`src/rtl/video_out_gen.sv`:
```
// Raster output stage: drains the video FIFO one pixel per active cycle and
// frames the stream with line_valid/frame_valid using fixed blanking intervals.
module video_out_gen #(
    parameter int P_WIDTH  = 640,
    parameter int P_HEIGHT = 480,
    parameter int H_BLANK  = 160,
    parameter int V_BLANK  = 40
) (
    input  logic       clk,
    input  logic       nRST,
    input  logic       en,
    input  logic       clr_err,
    input  logic       empty,
    input  logic [7:0] pixel_in,
    output logic       r_e,
    output logic [7:0] pixel_out,
    output logic       line_valid,
    output logic       frame_valid,
    output logic       frame_done,
    output logic       underflow
);

    typedef enum logic [1:0] {
        IDLE,
        ACTIVE,
        HBLANK,
        VBLANK
    } state_t;

    localparam logic [9:0] H_ACT_LAST    = 10'(P_WIDTH - 1);
    localparam logic [9:0] H_BLANK_FIRST = 10'(P_WIDTH);
    localparam logic [9:0] H_LAST        = 10'(P_WIDTH + H_BLANK - 1);
    localparam logic [9:0] V_ACT_LAST    = 10'(P_HEIGHT - 1);
    localparam logic [9:0] V_LAST        = 10'(P_HEIGHT + V_BLANK - 1);

    state_t     state;
    logic [9:0] h_cnt;
    logic [9:0] v_cnt;
    logic       h_wrap;

    assign h_wrap = (h_cnt == H_LAST);

    // Pop only in active slots with data present; an empty slot is skipped, not stalled.
    assign r_e = (state == ACTIVE) && !empty;

    always_ff @(posedge clk or negedge nRST) begin
        if (!nRST) begin
            state       <= IDLE;
            h_cnt       <= '0;
            v_cnt       <= '0;
            pixel_out   <= '0;
            line_valid  <= 1'b0;
            frame_valid <= 1'b0;
            frame_done  <= 1'b0;
            underflow   <= 1'b0;
        end else begin
            frame_done <= 1'b0;
            if (clr_err) begin
                underflow <= 1'b0;
            end

            case (state)
                IDLE: begin
                    h_cnt       <= '0;
                    v_cnt       <= '0;
                    line_valid  <= 1'b0;
                    frame_valid <= 1'b0;
                    if (en && !empty) begin
                        state <= ACTIVE;
                    end
                end

                ACTIVE: begin
                    // A starved slot still emits (as zero) so frame timing never slips.
                    pixel_out   <= empty ? 8'h00 : pixel_in;
                    line_valid  <= 1'b1;
                    frame_valid <= 1'b1;
                    if (empty) begin
                        underflow <= 1'b1;
                    end
                    h_cnt <= h_cnt + 10'd1;
                    if (h_cnt == H_ACT_LAST) begin
                        state <= HBLANK;
                    end
                end

                HBLANK: begin
                    line_valid <= 1'b0;
                    if (v_cnt == V_ACT_LAST) begin
                        frame_valid <= 1'b0;
                        if (h_cnt == H_BLANK_FIRST) begin
                            frame_done <= 1'b1;
                        end
                    end
                    if (h_wrap) begin
                        h_cnt <= '0;
                        v_cnt <= v_cnt + 10'd1;
                        state <= (v_cnt == V_ACT_LAST) ? VBLANK : ACTIVE;
                    end else begin
                        h_cnt <= h_cnt + 10'd1;
                    end
                end

                VBLANK: begin
                    line_valid  <= 1'b0;
                    frame_valid <= 1'b0;
                    if (h_wrap) begin
                        h_cnt <= '0;
                        if (v_cnt == V_LAST) begin
                            v_cnt <= '0;
                            state <= IDLE;
                        end else begin
                            v_cnt <= v_cnt + 10'd1;
                        end
                    end else begin
                        h_cnt <= h_cnt + 10'd1;
                    end
                end

                default: state <= IDLE;
            endcase
        end
    end

endmodule

```
`config.mk`:
```
export PLATFORM = sky130hd
export DESIGN_NAME = video_out_gen
export DESIGN_NICKNAME = d
export VERILOG_FILES = /design/src/rtl/video_out_gen.sv
export SDC_FILE = /design/constraint.sdc
export NUM_CORES = 1
export LEC_CHECK = 0
export ABC_AREA = 1
export CORE_MARGIN = 5
export CORE_UTILIZATION = 48
export CTS_CLUSTER_SIZE = 12
export DETAILED_ROUTE_END_ITERATION = 16
export PLACE_DENSITY_LB_ADDON = 0.05
export SLEW_MARGIN = 10
export SYNTH_ARGS = -nofsm -noshare
export SYNTH_HDL_FRONTEND = slang
export SYNTH_SLANG_ARGS = --single-unit
```
`constraint.sdc`:
```
create_clock -name clk -period 1.3 [get_ports clk]
set_input_delay 0.26 -clock clk [delete_from_list [all_inputs] [get_ports clk]]
set_output_delay 0.26 -clock clk [all_outputs]
set_load 0.02 [all_outputs]
```
==> results.toml <==
[floorplanning]
fp.dieArea_um2 = 5090
chipHeight_um = 71.3
core_um2 = 3660
start_util = 0.493
rows = 22
die_x_um = 71.3
ios = 26

[setup_path]
r2r-end = "v_cnt[1]"
slowest_delay_ns = 0.41
rrSetupSlack_ns = -0.13
cp_max_fo = 4
r2r_cells = 8
critical_path_required_ns = 1.53
cp.arrival_ns = 1.66
path_buf_inv = 2
worstPathCellList = "ha_4, nand2_4, nor2_4, nand4_4, inv_4, buf_4, nand3_1, nand2_1"
end_kind = "register"
crit_family = "simple AND/OR/NAND/NOR gates"
startpoint_type = "register"
cp_slowest_cell = "dfrtp_1"
path_class = "reg2reg"
timing.rr.start = "h_cnt[0]"

[timing]
slew_violations = 0
fin_tns_setup_ns = -1.98
setup_slack_ns = -0.128
hold_viol = 0
fmax_mhz = 700
max_slew_margin = 0.844
finalCriticalPeriod_ns = 1.43
rsz0062_at_grt = "yes"
min_period_over_period = 1.10
finalSetupViolCount = 22
finalClockSkew_ns = 0.00816
worst_pin_slew_ns = 0.233
hold_ws_ns = 0.341

[finish]
seqCellArea_um2 = 851
num_antenna_cells = 0
final_core_util = 0.742
final.fill_count = 278
nets = 308
syn2layout_area_growth_pct = 50.5
multi_input_area_um2 = 982
drive_above_1_share = 0.338

[synthesis]
yosysTopAreaCellShare = 0.472
synth_top_cell_by_area = "dfrtp_1"
synthFlopType = "dfrtp_1"
yosys-top-cells-count = "52 x nand2_1, 34 x dfrtp_1, 29 x inv_1, 25 x nor2_1, 15 x nand3_1"
ys_ff_latch = 34
synth.area.top_cells = "dfrtp_1 47%, nand2_1 11%, inv_1 6.0%, nor2_1 5.2%, nand3_1 4.2%"
post-synth-top-count-cell = "nand2_1"
syn_area_um2 = 1800
yosys_warnings = 0
yosysUniqueCellTypes = 29
syn_nets = 241
synth_enable_flop_cells = 0
syn_inst = 225
seq_area_frac_synth = 0.472
async_flop_share = 1.00
syn_avg_cell_area_um2 = 8.02

[power_and_ir_drop]
peakVddDrop_v = 0.000578
p_leak_nw = 1.35
pwr_density_cell_nw_per_um2 = 778

[global_route]
grt_pass1_wl_mm = 7.84
overflow = 0
grt_max_degree = 35
grtUsageTotal = 0.195
antenna_found_initial = 0
grt_pass1_vias = 1749

[clock_tree]
cts_max_level = 2
clock_latency_ns = 0.29
cts_tree = "built"
cts_made_buffers = 5
clk_path_buf_depth = 2
cts-root-buf = "clkbuf_8"
clkSinkCount = 34
cts.clk_slew.worst_paths_ns = 0.07

[detailed_routing]
wl_per_cell_um = 13.0
detail-route-antenna-nets = 0
drt_wl_total_mm = 4.43
dr_total_vias = 1716
drtIter0Drc = 136
via_per_inst = 5.03
drt-pass1-iter-count = 4
drc = 0

[status]
status = "finished, violations left"
violations = "setup timing"

[placement]
place_hpwl_mm = 2.88
gp_congestion = 0.944
port-buffer-count = 25

[worst_hold_path]
min_path_type = "in2async"

[job]
max_cap_viol_count = 0
[final cells by class]
cell class / count / area share
clock buffer: 8 / 0.0406
multi-input combinational: 152 / 0.362
timing repair inverter: 1 / 0.00323
sequential: 34 / 0.313
inverter: 35 / 0.0521
timing repair buffer: 63 / 0.207
tap: 48 / 0.0221
[state kept, by name, indices dropped and copies added (netlist names)]
name         count
state            2
underflow        1
pixel_out        8
h_cnt           10
v_cnt           10
frame_done       1
line_valid       1
frame_valid      1
[placed cells by master, fill, tap and decap left out, types with 2 or more instances in the layout]
master and instances:
ha_4 2, nor3b_2 2, buf_6 8, dlygate4sd2_1 11, xor2_1 4, nand2_2 11
a22o_1 8, inv_2 6, o21ai_0 3, a21oi_1 3, clkbuf_8 8, dfrtp_1 34
o21ai_2 3, nor2_4 5, nor2_2 5, nor3_2 2, nand4_1 7, buf_4 30
nand2_4 4, inv_1 27, clkdlybuf4s50_1 12, nand2_1 39, nand3_1 12, o21ai_1 8
nor2_1 21, nand3_2 3
[cell families after synthesis]
kind of cell,share of synthesized area
fa+ha+maj,0.0208
simple gates,0.305
xor+xnor,0.0194
flops,0.472
buf+inv,0.0888
compound gates,0.0943
[worst max path at each step]
stage | startpoint | to | slack (ns) | cells after the start
global placement | empty | r_e | -0.40 | 3
finish | h_cnt[0] | v_cnt[1] | -0.13 | 8
floorplan | h_cnt[0] | v_cnt[8] | -0.06 | 9
detailed placement | empty | r_e | -0.41 | 3
CTS | h_cnt[1] | h_cnt[6] | -0.12 | 7
global route | h_cnt[0] | h_cnt[6] | -0.23 | 7
[repair_timing]
action | in CTS | in global routing
hold buffers | 0 | 0
cloned | 1 | 0
endpoints found under the setup margin | 36 | 25
pin swaps | 16 | 11
setup buffers | 2 | 3
resized for setup | 56 | 22
[power by group]
group	switching (mW)	internal, mW
Combinational	0.0525	0.0594
Sequential	0.00695	1.07
Clock	0.389	0.535
[metal layers]
| metal | GRT usage | share of wire |
|---|---|---|
| met5 | 0 | 0 |
| met4 | 0.0647 | 0.025 |
| met3 | 0.0547 | 0.045 |
| met2 | 0.310 | 0.47 |
| met1 | 0.257 | 0.46 |
[metrics by stage]
stage          instance area [um2]  total power, mW  setup slack, ns  cells
4_1_cts                       2590             2.13           -0.122    338
2_1_floorplan                 1810             1.13          -0.0649    225
6_report                      2720             2.11           -0.128    341
5_1_grt                       2720             2.21           -0.229    341
3_5_place_dp                  2360             1.22           -0.412    327
3_3_place_gp                  2360             1.22           -0.401    327
No activity file was read; power rests on OpenSTA's default activity.
